[src/rtl/rr_arb_pkg.sv]
// rtl/rr_arb_pkg.sv - shared state type, id width helper and counter width for rr_chan_arbiter
package rr_arb_pkg;

    typedef enum logic {
        IDLE   = 1'b0,
        LOCKED = 1'b1
    } arb_state_t;

    localparam int PERF_CNT_W = 32;

    function automatic int id_w(input int n);
        return (n > 1) ? $clog2(n) : 1;
    endfunction

endpackage

[src/rtl/rr_pick.sv]
// rtl/rr_pick.sv - combinational rotating priority encoder, highest priority at ptr
module rr_pick
    import rr_arb_pkg::*;
#(
    parameter int NREQ = 4,
    parameter int IW   = id_w(NREQ)
) (
    input  logic [NREQ-1:0] req,
    input  logic [IW-1:0]   ptr,
    output logic [IW-1:0]   gnt_id,
    output logic            any
);

    logic [IW-1:0] idx;

    // Scan from farthest to nearest so the requester closest to ptr is the last writer.
    always_comb begin
        gnt_id = '0;
        idx    = '0;
        any    = |req;
        for (int k = NREQ - 1; k >= 0; k--) begin
            idx = IW'((int'(ptr) + k) % NREQ);
            if (req[idx]) begin
                gnt_id = idx;
            end
        end
    end

endmodule

[src/rtl/rr_chan_arbiter.sv]
// rtl/rr_chan_arbiter.sv - packet-granular round-robin arbiter onto one valid/ready channel
// RR_ARB_PERF_EN adds per-requester beat counters and a stall counter.
module rr_chan_arbiter
    import rr_arb_pkg::*;
#(
    parameter int NREQ       = 4,
    parameter int DATA_WIDTH = 32,
    parameter int PKT_LOCK   = 1
) (
    input  logic                       clk,
    input  logic                       rstn,
    input  logic [NREQ-1:0]            in_valid,
    input  logic [NREQ*DATA_WIDTH-1:0] in_data,
    input  logic [NREQ-1:0]            in_last,
    output logic [NREQ-1:0]            in_ready,
    output logic                       out_valid,
    output logic [DATA_WIDTH-1:0]      out_data,
    output logic                       out_last,
    output logic [id_w(NREQ)-1:0]      out_id,
`ifdef RR_ARB_PERF_EN
    output logic [NREQ*PERF_CNT_W-1:0] perf_beats,
    output logic [PERF_CNT_W-1:0]      perf_stall,
`endif
    input  logic                       out_ready
);

    localparam int IW = id_w(NREQ);

    arb_state_t    state, state_n;
    logic [IW-1:0] rr_ptr, rr_ptr_n;
    logic [IW-1:0] lock_id, lock_id_n;
    logic [IW-1:0] pick_id, grant;
    logic          pick_any, fire, end_beat;

    rr_pick #(
        .NREQ (NREQ),
        .IW   (IW)
    ) u_pick (
        .req    (in_valid),
        .ptr    (rr_ptr),
        .gnt_id (pick_id),
        .any    (pick_any)
    );

    always_ff @(posedge clk) begin
        if (!rstn) begin
            state   <= IDLE;
            rr_ptr  <= '0;
            lock_id <= '0;
        end else begin
            state   <= state_n;
            rr_ptr  <= rr_ptr_n;
            lock_id <= lock_id_n;
        end
    end

    always_comb begin
        grant     = (state == LOCKED) ? lock_id : pick_id;
        out_valid = rstn && ((state == LOCKED) ? in_valid[grant] : pick_any);
        out_data  = in_data[grant*DATA_WIDTH +: DATA_WIDTH];
        out_last  = in_last[grant];
        out_id    = grant;
        in_ready  = '0;
        in_ready[grant] = rstn && out_ready;
        fire      = out_valid && out_ready;
        end_beat  = fire && (out_last || (PKT_LOCK == 0));

        state_n   = state;
        rr_ptr_n  = rr_ptr;
        lock_id_n = lock_id;
        // A stalled first beat also locks, which keeps out_data stable until it fires.
        if (end_beat) begin
            state_n  = IDLE;
            rr_ptr_n = (grant == IW'(NREQ - 1)) ? '0 : grant + IW'(1);
        end else if (state == IDLE && out_valid) begin
            state_n   = LOCKED;
            lock_id_n = grant;
        end
    end

`ifdef RR_ARB_PERF_EN
    logic [PERF_CNT_W-1:0] beats_q [NREQ];
    logic [PERF_CNT_W-1:0] stall_q;

    always_ff @(posedge clk) begin
        if (!rstn) begin
            for (int i = 0; i < NREQ; i++) begin
                beats_q[i] <= '0;
            end
            stall_q <= '0;
        end else begin
            if (fire) begin
                beats_q[grant] <= beats_q[grant] + PERF_CNT_W'(1);
            end
            if (out_valid && !out_ready) begin
                stall_q <= stall_q + PERF_CNT_W'(1);
            end
        end
    end

    for (genvar g = 0; g < NREQ; g++) begin : g_perf
        assign perf_beats[g*PERF_CNT_W +: PERF_CNT_W] = beats_q[g];
    end
    assign perf_stall = stall_q;
`endif

endmodule

[config.mk]
export PLATFORM = sky130hd
export DESIGN_NAME = rr_chan_arbiter
export DESIGN_NICKNAME = d
export VERILOG_FILES = /design/src/rtl/rr_arb_pkg.sv /design/src/rtl/rr_pick.sv /design/src/rtl/rr_chan_arbiter.sv
export SDC_FILE = /design/constraint.sdc
export NUM_CORES = 1
export LEC_CHECK = 0
export ABC_AREA = 1
export BUFFER_PORTS_ARGS = -buffer_cell sky130_fd_sc_hd__buf_2
export CAP_MARGIN = 10
export CORE_MARGIN = 2
export CORE_UTILIZATION = 35
export CTS_BUF_LIST = sky130_fd_sc_hd__clkbuf_2
export CTS_CLUSTER_SIZE = 40
export DETAILED_ROUTE_END_ITERATION = 8
export MAX_ROUTING_LAYER = met4
export PLACE_DENSITY = 0.84
export SYNTH_ARGS = -nofsm -noshare
export SYNTH_HDL_FRONTEND = slang
export SYNTH_SLANG_ARGS = --single-unit
[constraint.sdc]
create_clock -name clk -period 2.77 [get_ports clk]
set_input_delay 0.554 -clock clk [delete_from_list [all_inputs] [get_ports clk]]
set_output_delay 0.554 -clock clk [all_outputs]
set_load 0.01 [all_outputs]
==> results.yml <==
setup_path:
  critPathLaunchType: "input pin"
  crit_path_end_kind: "output port"
  reg2reg_depth: 17
  cp.arrival_ns: 2.17
  crit_type: "in2out"
  required_ns: 2.22
  critPathMaxFanout: 11
cts:
  clk_pin_slew_ns: 0.07
  cts_tree: "done"
  cts_max_path_buffers: 2
  cts.sinks: 5
  root_buffer: "clkbuf_2"
  h-tree-depth: 1
  hold_buffers: 0
  cts_buffers: 3
  clk_latency_ns: 0.23
pwr:
  total_power_mw: 1.12
  leakage_nw: 1.47
  p_per_area_nw_per_um2: 413
  vdd_drop_max_uv: 182
synthesis:
  syn-num-nets: 437
  yosysWarnings: 0
  yosys.area.top_type: "nor2_1"
  synth_cell_types: 23
  synth_cells: 294
  syn_avg_cell_area_um2: 5.26
  ys_seq_area_share_pct: 6.47
  ys_top_cells_by_area: "nor2_1, o21ai_0, o22ai_1"
  syn_area_um2: 1550
  synth-seq-cells: 5
  synth_top_area_share_pct: 18.9
sta:
  setup_slack_ns: 0.0465
  max_freq_ghz: 0.367
  min_period_ns: 2.72
  fin_setup_tns_ns: 0
  timing.final.max_slew_violations: 0
  whs_ns: 0.479
  fin_crit_sh_pct: 98.3
  setup_viol: 0
  finalClockSkew_ns: 0.00516
  hold_viol_final: 0
  worstMarginPinSlew_ns: 0.315
  rsz0062_at_grt: "true"
  maxSlewHeadroom_pct: 79.0
die:
  die_w_um: 70.5
  start_util_pct: 36.0
  ios: 179
  die_y_um: 70.5
  design.core.area_um2: 4290
  rows: 24
  die_area_um2: 4970
grt:
  grt.total_usage_pct: 25.0
  grt_pass1_wl_um: 10300
  grt_pass1_vias: 2449
  antenna_found_initial: 0
  grt_max_degree: 45
  grt.overflow.total: 0
finish:
  nNetsFinal: 617
  layout-drive-gt1-share_pct: 48.2
  synthToLayoutAreaGrowth_pct: 75.4
  num_antenna_cells: 0
  finalNonFillerCells: 525
  layout.filler_cells: 384
placed_design:
  place.gp.congestion: 0.976
  io_buffers: 178
  dp_slack_ns: 0.0601
  placedCellCount: 514
  dp_hpwl_um: 4960
status:
  status: "finished clean"
drt:
  dr.pass1.iters: 4
  routed_wl_um: 6770
  drc: 0
  ant_nets: 0
  dr_total_vias: 2708
  via_per_inst: 5.16
  wire_per_inst_um: 12.9
  drtIter0Drc: 162
min_path:
  hold_depth: 2
  hold_class: "reg2reg"
job:
  drv_cap: 0
## cell usage after synthesis
| master | count |
|---|---|
| nor2_1 | 78 |
| and2_4 | 1 |
| a21boi_1 | 1 |
| dfxtp_1 | 5 |
| buf_4 | 2 |
| nand2_2 | 3 |
| inv_2 | 5 |
| nand2_4 | 1 |
| nand3_2 | 6 |
| ha_1 | 4 |
| a21oi_1 | 1 |
| nand2_1 | 33 |
| nand3_4 | 1 |
| o21ai_1 | 8 |
| buf_2 | 5 |
| buf_6 | 6 |
| nand3_1 | 14 |
| clkbuf_1 | 8 |
| nor2_2 | 2 |
| nand4_1 | 3 |
| o21ai_0 | 58 |
| o22ai_1 | 32 |
| inv_1 | 17 |
## cell usage in the layout (no fill, tap or decap), drive strengths merged
| cell type | instances |
|---|---|
| a21oi | 1 |
| inv | 21 |
| clkinv | 2 |
| nand3 | 21 |
| nand2 | 37 |
| and2 | 1 |
| buf | 192 |
| nor2 | 80 |
| nand4 | 3 |
| o22ai | 32 |
| o21ai | 66 |
| clkbuf | 7 |
| dfxtp | 5 |
| ha | 4 |
| a21boi | 1 |
## area by class of cell
class | count | area, µm² | share of cell area (%)
Clock inverter | 1 | 5.00 | 0.184
Inverter | 22 | 95.1 | 3.50
Sequential cell | 5 | 105 | 3.87
Multi-Input combinational cell | 246 | 1260 | 46.4
Tap cell | 52 | 65.1 | 2.40
Timing Repair Buffer | 196 | 1170 | 43.1
Clock buffer | 3 | 15.0 | 0.553
## power breakdown
group	switching, mW	leakage (nW)	internal [mW]
registers	0.00729	0.0422	0.0780
clock network	0.0341	0.0164	0.0326
logic	0.529	1.41	0.440
## routing by layer
layer  wire (µm)  up-vias  global-route usage, %
met5           0        -                      -
met2        3390      136                   43.6
met3         465       12                   4.18
li1            -     1360                      -
met4         112        0                   6.84
met1        2800     1200                   29.6
## logic make-up (layout without fill, tap and decap cells)
family / Yosys count / count (layout) / synth area share [%]
buf+inv: 43 / 222 / 14.2
simple gates: 142 / 142 / 41.0
fa+ha+maj: 4 / 4 / 3.23
compound gates: 100 / 100 / 35.1
flops: 5 / 5 / 6.47
## metrics by stage
| step | area (µm²) | util (%) |
|---|---|---|
| global route | 2720 | 63.2 |
| finish | 2720 | 63.2 |
| global placement | 2500 | 58.2 |
| detailed placement | 2500 | 58.2 |
| CTS | 2520 | 58.7 |
| floorplan | 1550 | - |
## sequential cells by signal (all words and copies together) (netlist names)
register	cells
rr_ptr	2
state	1
lock_id	2
## what timing repair did
action,in CTS,in global routing
cloned,0,4
hold endpoints to repair,0,0
gates resized for setup,1,39
setup buffers,0,3
pin swaps,0,4
setup endpoints to repair,27,38
## critical path, stage by stage
cell and delay (ns):
buf_2 0.12, inv_1 0.06, o21ai_1 0.16, nand2_1 0.10
nand3_2 0.10, nand2_2 0.06, nand2_2 0.07, nand3_4 0.10
nand2_8 0.15, clkinv_8 0.08, buf_12 0.15, o21ai_0 0.19
o22ai_1 0.12, buf_2 0.16
## path summary, 6_finish.rpt
path / endpoint / slack, ns / startpoint
hold / removal: lock_id[1]$_SDFFE_PN0P_ / 0.48 / lock_id[1]$_SDFFE_PN0P_
setup / recovery: out_data[6] / 0.05 / in_valid[3]
setup reg to reg: rr_ptr[0]$_SDFFE_PN0P_ / 0.70 / rr_ptr[0]$_SDFFE_PN0P_
hold reg to reg: lock_id[1]$_SDFFE_PN0P_ / 0.48 / lock_id[1]$_SDFFE_PN0P_
Power figures use the tool's default switching activity.
